**src/rtl/spi_ctrl_pkg.sv**
```systemverilog
// Shared types and constants for the SPI register-write initiator.
package spi_ctrl_pkg;

  localparam int FRAME_BITS = 16;

  typedef enum logic [2:0] {
    IDLE,
    SETUP,
    SHIFT,
    HOLD,
    GAP
  } state_t;

  localparam logic [6:0] ADDR_EN_OUT_7_0  = 7'h00;
  localparam logic [6:0] ADDR_EN_OUT_15_8 = 7'h01;
  localparam logic [6:0] ADDR_EN_PWM_7_0  = 7'h02;
  localparam logic [6:0] ADDR_EN_PWM_15_8 = 7'h03;
  localparam logic [6:0] ADDR_PWM_DUTY    = 7'h04;

  function automatic int max4(input int a, input int b, input int c, input int d);
    int m;
    m = a;
    if (b > m) m = b;
    if (c > m) m = c;
    if (d > m) m = d;
    return m;
  endfunction

endpackage

```
**src/rtl/spi_sclk_gen.sv**
```systemverilog
// SPI clock generator: CLK_DIV-cycle low/high phases while enabled, held low otherwise.
module spi_sclk_gen #(
  parameter int CLK_DIV = 4,
  parameter int CNT_W   = 3
) (
  input  logic clk,
  input  logic rst_n,
  input  logic en,
  output logic sclk,
  output logic fall_tick,
  output logic rise_tick
);

  localparam logic [CNT_W-1:0] PHASE_LAST = CNT_W'(CLK_DIV - 1);

  logic [CNT_W-1:0] phase_cnt;
  logic             phase_end;

  // Strobes fire in the last cycle of a phase, so sclk toggles on the following edge.
  assign phase_end = en && (phase_cnt == PHASE_LAST);
  assign rise_tick = phase_end && !sclk;
  assign fall_tick = phase_end && sclk;

  always_ff @(posedge clk or negedge rst_n) begin
    if (!rst_n) begin
      phase_cnt <= '0;
      sclk      <= 1'b0;
    end else if (!en) begin
      phase_cnt <= '0;
      sclk      <= 1'b0;
    end else if (phase_end) begin
      phase_cnt <= '0;
      sclk      <= ~sclk;
    end else if (phase_cnt < PHASE_LAST) begin
      phase_cnt <= phase_cnt + 1'b1;
    end
  end

endmodule

```
**src/rtl/spi_controller.sv**
```systemverilog
// SPI mode-0 initiator serialising {rw, addr[6:0], data[7:0]} register writes, MSB first.
module spi_controller
  import spi_ctrl_pkg::*;
#(
  parameter int CLK_DIV  = 4,
  parameter int CS_SETUP = 2,
  parameter int CS_HOLD  = 2,
  parameter int CS_IDLE  = 2
) (
  input  logic       clk,
  input  logic       rst_n,
  input  logic       req_valid,
  output logic       req_ready,
  input  logic       req_rw,
  input  logic [6:0] req_addr,
  input  logic [7:0] req_data,
  output logic       busy,
  output logic       done,
  output logic       sclk,
  output logic       ncs,
  output logic       copi
);

  localparam int CNT_MAX = max4(CLK_DIV, CS_SETUP, CS_HOLD, CS_IDLE);
  localparam int CNT_W   = $clog2(CNT_MAX + 1);

  if (CLK_DIV < 2) begin : g_bad_clk_div
    $error("spi_controller: CLK_DIV must be at least 2");
  end
  if (CS_SETUP < 1 || CS_HOLD < 1 || CS_IDLE < 1) begin : g_bad_cs_timing
    $error("spi_controller: CS_SETUP, CS_HOLD and CS_IDLE must be at least 1");
  end

  state_t                  state, nxt;
  logic [CNT_W-1:0]        tmr;
  logic [3:0]              bit_cnt;
  logic                    last_bit;
  logic [FRAME_BITS-1:0]   sr;
  logic                    accept;
  logic                    fall_tick, rise_tick;
  logic                    ncs_d, busy_d, done_d, copi_d;

  assign req_ready = (state == IDLE);
  assign accept    = req_valid && (state == IDLE);

  spi_sclk_gen #(
    .CLK_DIV (CLK_DIV),
    .CNT_W   (CNT_W)
  ) u_sclk_gen (
    .clk       (clk),
    .rst_n     (rst_n),
    .en        (state == SHIFT),
    .sclk      (sclk),
    .fall_tick (fall_tick),
    .rise_tick (rise_tick)
  );

  always_ff @(posedge clk or negedge rst_n) begin
    if (!rst_n) state <= IDLE;
    else        state <= nxt;
  end

  always_comb begin
    nxt    = state;
    copi_d = copi;
    case (state)
      IDLE: begin
        if (req_valid) begin
          nxt    = SETUP;
          copi_d = req_rw;
        end
      end
      SETUP: begin
        copi_d = sr[FRAME_BITS-1];
        if (tmr == CNT_W'(CS_SETUP - 1)) nxt = SHIFT;
      end
      SHIFT: begin
        // The bit after the 16th rising edge ends the frame instead of driving a 17th bit.
        if (fall_tick) begin
          if (last_bit) begin
            nxt    = HOLD;
            copi_d = 1'b0;
          end else begin
            copi_d = sr[FRAME_BITS-2];
          end
        end
      end
      HOLD: begin
        if (tmr == CNT_W'(CS_HOLD - 1)) nxt = GAP;
      end
      GAP: begin
        if (tmr == CNT_W'(CS_IDLE - 1)) nxt = IDLE;
      end
      default: nxt = IDLE;
    endcase
    ncs_d  = !((nxt == SETUP) || (nxt == SHIFT) || (nxt == HOLD));
    busy_d = (nxt != IDLE);
    done_d = (state == HOLD) && (nxt == GAP);
  end

  // Dwell timer restarts on every state change and saturates rather than wrapping.
  always_ff @(posedge clk or negedge rst_n) begin
    if (!rst_n) begin
      tmr <= '0;
    end else if (nxt != state) begin
      tmr <= '0;
    end else if (tmr < CNT_W'(CNT_MAX)) begin
      tmr <= tmr + 1'b1;
    end
  end

  always_ff @(posedge clk or negedge rst_n) begin
    if (!rst_n) begin
      sr       <= '0;
      bit_cnt  <= '0;
      last_bit <= 1'b0;
    end else if (accept) begin
      sr       <= {req_rw, req_addr, req_data};
      bit_cnt  <= 4'd15;
      last_bit <= 1'b0;
    end else if (state == SHIFT) begin
      if (fall_tick) begin
        sr <= {sr[FRAME_BITS-2:0], 1'b0};
        if (bit_cnt != 4'd0) bit_cnt <= bit_cnt - 4'd1;
      end
      if (rise_tick && (bit_cnt == 4'd0)) last_bit <= 1'b1;
    end
  end

  always_ff @(posedge clk or negedge rst_n) begin
    if (!rst_n) begin
      ncs  <= 1'b1;
      copi <= 1'b0;
      busy <= 1'b0;
      done <= 1'b0;
    end else begin
      ncs  <= ncs_d;
      copi <= copi_d;
      busy <= busy_d;
      done <= done_d;
    end
  end

endmodule

```
**config.mk**
```make
export PLATFORM = sky130hd
export DESIGN_NAME = spi_controller
export DESIGN_NICKNAME = d
export VERILOG_FILES = /design/src/rtl/spi_ctrl_pkg.sv /design/src/rtl/spi_sclk_gen.sv /design/src/rtl/spi_controller.sv
export SDC_FILE = /design/constraint.sdc
export NUM_CORES = 1
export LEC_CHECK = 0
export CAP_MARGIN = 20
export CORE_MARGIN = 2
export CORE_UTILIZATION = 53
export CTS_CLUSTER_SIZE = 40
export DETAILED_ROUTE_END_ITERATION = 6
export DONT_BUFFER_PORTS = 1
export HOLD_SLACK_MARGIN = 0.03
export MAX_ROUTING_LAYER = met4
export PLACE_DENSITY = 0.74
export SYNTH_ARGS = -nofsm -noshare
export SYNTH_HDL_FRONTEND = slang
export SYNTH_SLANG_ARGS = --single-unit
export TNS_END_PERCENT = 20
```
**constraint.sdc**
```tcl
create_clock -name clk -period 2.2 [get_ports clk]
set_clock_uncertainty 0.2 [all_clocks]
set_input_delay 0.44 -clock clk [delete_from_list [all_inputs] [get_ports clk]]
set_output_delay 0.44 -clock clk [all_outputs]
set_load 0.03 [all_outputs]
```
==> qor.csv <==
stage;metric;value;unit
power;p_total;0.00230;W
critical_path;path_depth;5;
critical_path;crit_chain;ha_1, and3b_1, and2_4, a211o_1, or3_1;
routing;ant_nets;0;
run;cap_violations;0;
synthesis;mappedNetlistArea;1710;sq um
power;powerDensity;1130;nW/um^2
sta;maxSlewViolCount;0;
critical_path;critPathMaxFanout;8;
global_routing;track_usage;20.7;%
clock_tree;h-tree-depth;2;
routing;wl_per_cell;13.9;um
synthesis;ys_warn_count;0;
min_path;hold_class;in2reg;
global_routing;grt_pass1_wl;5310;um
cells_and_area;n_fill_cell;247;
floorplan;die_h;60.7;um
place;dp_hpwl;2210;um
routing;drt_iter0_drc;104;
clock_tree;ctsResizeCount;0;
routing;num_vias;1264;
critical_path;start_kind;flip-flop;
critical_path;crit_start;u_sclk_gen.phase_cnt[0];
floorplan;ios;25;
clock_tree;clk_latency;0.34;ns
sta;period_needed;2.09;ns
critical_path;crit_family;simple AND/OR/NAND/NOR gates;
critical_path;path_buf_inv;0;
clock_tree;clock_path_buffers;2;
cells_and_area;fin_nets;212;
clock_tree;cts_tree;yes;
synthesis;syn_avg_cell_area;10.4;sq um
cells_and_area;post-route-util;66.4;%
synthesis;synth_cell_types;38;
routing;viasPerCell;5.40;
synthesis;seq_area_frac_synth;51.4;%
synthesis;synth-seq-cells;35;
critical_path;worst_r2r_path_depth;5;
floorplan;fp-row-count;20;
critical_path;endpoint_kind;flip-flop;
min_path;holdPathStages;2;
cells_and_area;drive_gt1_share;13.7;%
place;post-place-ws;0.133;ns
sta;worst_pin_slew;0.370;ns
routing;drc_errors;0;
place;portBuffers;0;
global_routing;grt_pass1_vias;1196;
sta;timing.fmax;0.478;GHz
status;status;finished, final reports clean;
critical_path;r2r_slack;0.11;ns
clock_tree;cts_setup_buffers;0;
global_routing;grt_antenna_before_repair;0;
floorplan;initial_core_util;55.9;%
synthesis;synth_cells;164;
synthesis;synthArstFlopShare;100;%
clock_tree;holdBufCountCts;17;
critical_path;critPathMaxStageDelay;0.42;ns
clock_tree;root_buffer;clkbuf_4;
critical_path;rr_endpoint;busy;
critical_path;crit_path_end;busy;
place;place.gp.congestion;0.798;
floorplan;core-area;3050;sq um
global_routing;overflow;0;
floorplan;fp.dieW;60.7;um
sta;setup_tns;0;ns
sta;slew_headroom;75.1;%
sta;layout_setup_ws;0.106;ns
power;leakagePower;0.866;nW
power;ir_worst_vdd;0.686;mV
clock_tree;numCtsBuffers;5;
critical_path;worst_ep_arrival_time;2.12;ns
sta;finalHoldViolCount;0;
critical_path;critPathRequiredTime;2.22;ns
floorplan;die_area;3690;sq um
sta;setup_violations;0;
synthesis;synth_edf_count;0;
cells_and_area;syn_to_final_growth;18.8;%
routing;routed_wl;3260;um
critical_path;crit_type;reg2reg;
clock_tree;clk_pin_slew;0.10;ns
synthesis;synth_ff_type;dfrtp_1;
routing;drt_pre_antenna_iters;4;
global_routing;grt_max_degree;36;
clock_tree;clock-sinks;35;
synthesis;synth_nets;187;
critical_path;r2r_start;u_sclk_gen.phase_cnt[0];
cells_and_area;antennaDiodeCount;0;
sta;period_share;95.2;%
critical_path;cpMaxStageDelayCell;dfrtp_1;
sta;rsz0062_at_grt;no;
[Yosys cell counts (all sizes together), types with 2 or more instances]
cell | count | area [sq um]
clkbuf | 2 | 7.51
dfrtp | 34 | 851
a21oi | 3 | 15.0
nor2b | 2 | 12.5
xor2 | 2 | 17.5
o21ai | 19 | 95.1
nor2 | 15 | 56.3
inv | 6 | 22.5
buf | 6 | 41.3
nor3b | 5 | 42.5
a211oi | 2 | 15.0
nor3 | 3 | 15.0
and2 | 2 | 15.0
nand2 | 20 | 75.1
mux2i | 16 | 160
ha | 4 | 50.1
xnor2 | 2 | 17.5
mux2 | 2 | 22.5
nand2b | 3 | 18.8
a41oi | 2 | 17.5
[registers in the layout (all words and copies together) (netlist names)]
name                  flops
done                      1
copi                      1
last_bit                  1
state                     3
tmr                       3
u_sclk_gen.sclk           1
busy                      1
ncs                       1
u_sclk_gen.phase_cnt      3
bit_cnt                   4
sr                       16
[per-layer routing]
metal | vias to the layer above | GRT usage [%] | routed length (um)
li1 | 612 | - | -
met1 | 616 | 24.6 | 1380
met5 | - | - | 0
met3 | 4 | 6.40 | 160
met2 | 32 | 33.2 | 1700
met4 | 0 | 7.45 | 23
[worst reg2reg max path: stages (launching register included)]
cell,delay (ns)
dfrtp_1,0.42
ha_1,0.25
and3b_1,0.21
and2_4,0.21
a211o_1,0.33
or3_1,0.37
[report_power, final]
group          total (W)  internal, W  switching [W]
logic           0.000876     0.000401       0.000475
registers        0.00110     0.000886       0.000209
clock network   0.000328     0.000119       0.000209
[final cells by class]
class	instances	area [sq um]	share of cell area (%)
Clock buffer	5	37.5	1.85
Clock inverter	3	15.0	0.741
Inverter	6	22.5	1.11
Multi-Input combinational cell	115	772	38.1
Sequential cell	35	877	43.3
Tap cell	44	55.1	2.72
Timing Repair Buffer	26	248	12.2
[layout by cell type, fill, tap and decap left out, types with 2 or more instances in the layout]
| cell | netlist | layout |
|---|---|---|
| buf_4 | 0 | 9 |
| a41oi_1 | 2 | 2 |
| a21oi_1 | 3 | 3 |
| ha_1 | 4 | 4 |
| a211oi_1 | 2 | 2 |
| xor2_1 | 2 | 2 |
| clkinv_2 | 0 | 3 |
| nand2_1 | 20 | 20 |
| nor3_1 | 3 | 2 |
| clkbuf_4 | 0 | 5 |
| nor3b_1 | 4 | 4 |
| dlygate4sd3_1 | 0 | 16 |
| nand2b_1 | 3 | 3 |
| inv_1 | 6 | 6 |
| mux2i_1 | 16 | 16 |
| xnor2_1 | 2 | 2 |
| nor2b_1 | 2 | 2 |
| dfrtp_1 | 34 | 34 |
| o21ai_0 | 19 | 19 |
| nor2_1 | 15 | 15 |
| mux2_2 | 2 | 2 |
[cells by family (layout without fill, tap and decap cells)]
kind of cell,count (synthesis),after routing,share of synthesized area [%]
AO/OA/AOI/OAI,33,33,11.8
flip-flops,35,35,51.4
buffers and inverters,14,40,4.18
AND/OR/NAND/NOR,56,56,16.9
XOR/XNOR,4,4,2.05
multiplexers,18,18,10.7
adder cells (fa/ha/maj),4,4,2.93
[how the worst min path moves through the flow]
stage | from | to
finish | req_addr[6] | sr[14]
global route | req_addr[6] | sr[14]
CTS | req_addr[6] | sr[14]
detailed placement | rst_n | u_sclk_gen.phase_cnt[2]
global placement | rst_n | u_sclk_gen.phase_cnt[2]
floorplan | rst_n | bit_cnt[0]
[metrics by stage]
| step | cell area [sq um] | hold slack [ns] | instances |
|---|---|---|---|
| 2_1_floorplan | 1710 | -0.0556 | 164 |
| 3_3_place_gp | 1790 | -0.0546 | 209 |
| 3_5_place_dp | 1790 | -0.0546 | 209 |
| 4_1_cts | 2030 | 0.0364 | 234 |
| 5_1_grt | 2030 | 0.0490 | 234 |
| 6_report | 2030 | 0.0473 | 234 |
Power figures use the tool's default switching activity.
==> RTL edit 1 (config.mk and constraints unchanged) <==
Make the reset (`rst_n`) synchronous in 5 clocked blocks.
--- a/src/rtl/spi_sclk_gen.sv
+++ b/src/rtl/spi_sclk_gen.sv
@@ -21,7 +21,7 @@
   assign rise_tick = phase_end && !sclk;
   assign fall_tick = phase_end && sclk;
 
-  always_ff @(posedge clk or negedge rst_n) begin
+  always_ff @(posedge clk) begin
     if (!rst_n) begin
       phase_cnt <= '0;
       sclk      <= 1'b0;
--- a/src/rtl/spi_controller.sv
+++ b/src/rtl/spi_controller.sv
@@ -55,7 +55,7 @@
     .rise_tick (rise_tick)
   );
 
-  always_ff @(posedge clk or negedge rst_n) begin
+  always_ff @(posedge clk) begin
     if (!rst_n) state <= IDLE;
     else        state <= nxt;
   end
@@ -99,7 +99,7 @@
   end
 
   // Dwell timer restarts on every state change and saturates rather than wrapping.
-  always_ff @(posedge clk or negedge rst_n) begin
+  always_ff @(posedge clk) begin
     if (!rst_n) begin
       tmr <= '0;
     end else if (nxt != state) begin
@@ -109,7 +109,7 @@
     end
   end
 
-  always_ff @(posedge clk or negedge rst_n) begin
+  always_ff @(posedge clk) begin
     if (!rst_n) begin
       sr       <= '0;
       bit_cnt  <= '0;
@@ -127,7 +127,7 @@
     end
   end
 
-  always_ff @(posedge clk or negedge rst_n) begin
+  always_ff @(posedge clk) begin
     if (!rst_n) begin
       ncs  <= 1'b1;
       copi <= 1'b0;
Behaviour: differs if rst_n is asserted again (counterexample within 4 cycles, from zero or initial values and one cycle with rst_n low); with rst_n held inactive, the same outputs for 10 cycles.
==> RTL edit 1 against the original RTL <==
  * Hold slack got worse by 11 ps
  * Synthesized cell count rose by 10%
  * Routed wire length did not move
  * Area after synthesis fell by 5.4%
  * Cell area fell by 14%
  * Sequential cell count did not move
  * Setup slack got worse by 39 ps
  * Cell count fell by 6.0%
  * Critical endpoint is now sr[6]
  * Largest cell class is now multi-input combinational cells
Power is not compared: it rests on default switching activity, and its combinational part moved more than twofold at a synthesized area within 25%.
==> RTL edit 1: results (changes against the original RTL) <==
* FF-to-FF Start: u_sclk_gen.phase_cnt[0]
* GR Util All Layers at 21.2% (+0.52 points)
* # nets final at 211 (-0.47%)
* Synth cell types at 37 (-2.6%)
* Psw at 361 uW
* Min Hold Slack at 36.0 ps (-11.3 ps)
* Compound-cell area share of the yosys netlist at 19.4% (+7.6 points)
* Mux share of post-synthesis cell area at 9.91% (-0.79 points)
* Fraction of layout cells with a size suffix above 1 at 9.09% (-4.6 points)
* Routed WL at 3260 um (unchanged)
* Post-route cell area at 0.00174 mm2 (-14%)
* Post-synthesis adder-cell area fraction at 4.65% (+1.7 points)
* Most frequent cells after synthesis: dfxtp_1, a21oi_1, nor2_1
* Top post-synthesis cells by area: dfxtp_1, mux2i_1, a21oi_1
* Post-Synth XOR/XNOR Area at 2.17% (+0.12 points)
* WHS Endpoint: sr[5]
* Vias in the first global route at 1252 (+4.7%)
* Layout fillers at 287 (+16%)
* Sequential cell area fraction in the yosys report at 43.4% (-8.0 points)
* First-pass GRT wire length at 5380 um (+1.2%)
* # diodes at 0 (unchanged)
* Vias per std cell at 5.82 (+7.8%)
* Cell count of the worst reg-to-reg path at 7 (+2)
* Post-Place Cells at 210 (+0.48%)
* Crit path DAT at 2140 ps (+20 ps)
* CP delay by family, top: simple AND/OR/NAND/NOR gates
* Syn Area/Cell at 8.92 um2 (-14%)
* Starting DRT DRC Count at 33 (-68%)
* Post-Place Setup Slack at 138 ps (+4.15 ps)
* Pin count of the biggest net entering global routing at 34 (-5.6%)
* CP max-delay cell: dfxtp_1
* Placer Congestion at 0.884 (+11%)
* Rel. slew slack at 65.4% (-9.6 points)
* Fraction of the cycle the final worst path needs at 96.9% (+1.8 points)
* Post-DP HPWL at 2240 um (+1.6%)
* Final Non-Filler Cells at 220 (-6.0%)
* Main synth FF type: dfxtp_1
* Asr flop ratio synth at 0% (-100 points)
* Worst Setup EP: sr[6]
* Top flop regs: sr (16), bit_cnt (4)
* CP max FO at 17 (+9)
* R2R setup slack at 70 ps (-40 ps)
* Status: finished, final reports clean
## RTL edit 1: cells by family after synthesis
group	Yosys count
adder cells (fa/ha/maj)	6
AO/OA/AOI/OAI	55
multiplexers	16
XOR/XNOR	4
flip-flops	35
AND/OR/NAND/NOR	48
buffers and inverters	17
## RTL edit 1: layer usage
layer	global-route usage (%)	routed length [um]
met1	25.0	1490
met2	33.9	1570
met3	4.59	123
met4	10.7	77
met5	-	0
## RTL edit 1: timing repair
action / CTS / global route
endpoints found under the hold margin: 14 / 0
setup endpoints to repair: 0 / 8
hold buffers: 2 / 0
## RTL edit 1: area by class of cell
cell class                 count  area share [%]
multi-input combinational    129            48.1
timing repair buffer           9            4.89
clock inverter                 3           0.863
inverter                       6            1.29
tap                           33            2.37
sequential                    35            40.3
clock buffer                   5            2.16
## RTL edit 1: power groups by stage
stage	clock network [uW]	logic (uW)	registers, uW
floorplan	0	150	736
global placement	0	167	748
detailed placement	0	174	751
CTS	339	183	737
global route	362	207	745
finish	327	181	738
==> RTL edit 2 (same settings) <==
Made on the original files. `CLK_DIV` is set to 4 in 2 places; all go to 2.
--- a/src/rtl/spi_sclk_gen.sv
+++ b/src/rtl/spi_sclk_gen.sv
@@ -1,6 +1,6 @@
 // SPI clock generator: CLK_DIV-cycle low/high phases while enabled, held low otherwise.
 module spi_sclk_gen #(
-  parameter int CLK_DIV = 4,
+  parameter int CLK_DIV = 2,
   parameter int CNT_W   = 3
 ) (
   input  logic clk,
--- a/src/rtl/spi_controller.sv
+++ b/src/rtl/spi_controller.sv
@@ -2,7 +2,7 @@
 module spi_controller
   import spi_ctrl_pkg::*;
 #(
-  parameter int CLK_DIV  = 4,
+  parameter int CLK_DIV  = 2,
   parameter int CS_SETUP = 2,
   parameter int CS_HOLD  = 2,
   parameter int CS_IDLE  = 2
Formal check against the unedited RTL: not equivalent (a bounded check fails within 10 cycles, from zero or initial values and one cycle with rst_n low).
==> RTL edit 2 against the original RTL <==
  * Setup slack better by 140 ps
  * Cell area shrank 13%
  * Routed wire length fell by 9.0%
  * Clock power increased by 17%
  * Count of clock-buffer cells in the layout grew 2
  * First-iteration DRC count down 42%
  * Area after synthesis fell by 7.6%
  * Total power fell by 2.2%
  * Sequential cell count decreased by 2
==> RTL edit 2: results (changes against the original RTL) <==
* WL met2 at 1450 um (-15%)
* Placed cell areas at 0.00165 mm2 (-8.2%)
* CP max-delay cell: and2_1
* WL per Instance at 14.1 um (+0.95%)
* Starting DRT DRC Count at 60 (-42%)
* Wire length on met1 at 1320 um (-4.1%)
* Main synth FF type: dfrtp_1
* Routing usage on met1 at 27.2% (+2.6 points)
* Status: finished, final reports clean
* Vias per std cell at 5.85 (+8.3%)
* Cell count of the worst reg-to-reg path at 4 (-1)
* Leak at 0.000799 uW (-7.7%)
* Postcts setup bufs at 0 (unchanged)
* Max incr delay on CP at 570 ps (+150 ps)
* GR Layer Usage met3 at 5.05% (-1.3 points)
* Synth cell types at 37 (-2.6%)
* Top post-synthesis cells by area: dfrtp_1, nand2_1, a31oi_1
* GR Util All Layers at 20.8% (+0.13 points)
* Sequential cell area fraction in the yosys report at 52.4% (+1.0 points)
* Mux share of post-synthesis cell area at 0.714% (-10 points)
* Post-Synth XOR/XNOR Area at 1.67% (-0.39 points)
* Post-Place Setup Slack at 213 ps (+79.1 ps)
* Placer Congestion at 0.803 (+0.65%)
* Most frequent cells after synthesis: nand2_1, dfrtp_1, nor2_1
* GR Util met2 at 31.3% (-1.9 points)
* Syn nets at 190 (+1.6%)
* Syn Inst Count at 169 (+3.0%)
* Met3 wire length at 162 um (+1.3%)
* CTS hold repair buffers at 3 (-14)
* Post-Place Cells at 200 (-4.3%)
* CP max FO at 17 (+9)
* Final Non-Filler Cells at 211 (-9.8%)
* Root buffer cell: clkbuf_4
* Fraction of layout cells with a size suffix above 1 at 13.9% (+0.20 points)
* Post-synthesis adder-cell area fraction at 1.59% (-1.3 points)
* First-pass GRT wire length at 5290 um (-0.53%)
* Peak supply drop at 1.06 mV (+55%)
* Top flop regs: sr (16), bit_cnt (4), state (3)
* Rel. slew slack at 57.6% (-17 points)
* Compound-cell area share of the yosys netlist at 14.4% (+2.6 points)
* Post-DP HPWL at 2120 um (-4.0%)
-- RTL edit 2: cell type report --
class	instances	area [um2]
multi-input combinational	122	694
inverter	5	18.8
timing repair buffer	12	108
fill	234	1020
tap	31	38.8
clock inverter	1	5.00
clock buffer	7	65.1
sequential	33	827
-- RTL edit 2: critical path: cells and delay by family (launching register included) --
family / cells / cell delay, ps
compound gates: 1 / 200
flops: 1 / 410
simple gates: 3 / 1070
-- RTL edit 2: report_power, final --
group / internal [uW] / switching [uW] / leakage [uW]
combinational: 383 / 469 / 0.000385
sequential: 838 / 177 / 0.000373
clock: 185 / 198 / 0.0000413
total: 1410 / 843 / 0.000799
-- RTL edit 2: final timing paths --
check	start	to	slack [ps]
max in group asynchronous	rst_n	ncs	1220
worst max-delay path	u_sclk_gen.phase_cnt[1]	sr[10]	240
worst min register to register	sr[0]	sr[0]	330
worst max register to register	u_sclk_gen.phase_cnt[1]	sr[10]	240
min in group asynchronous	rst_n	sr[6]	340
worst min-delay path	req_addr[1]	sr[9]	60
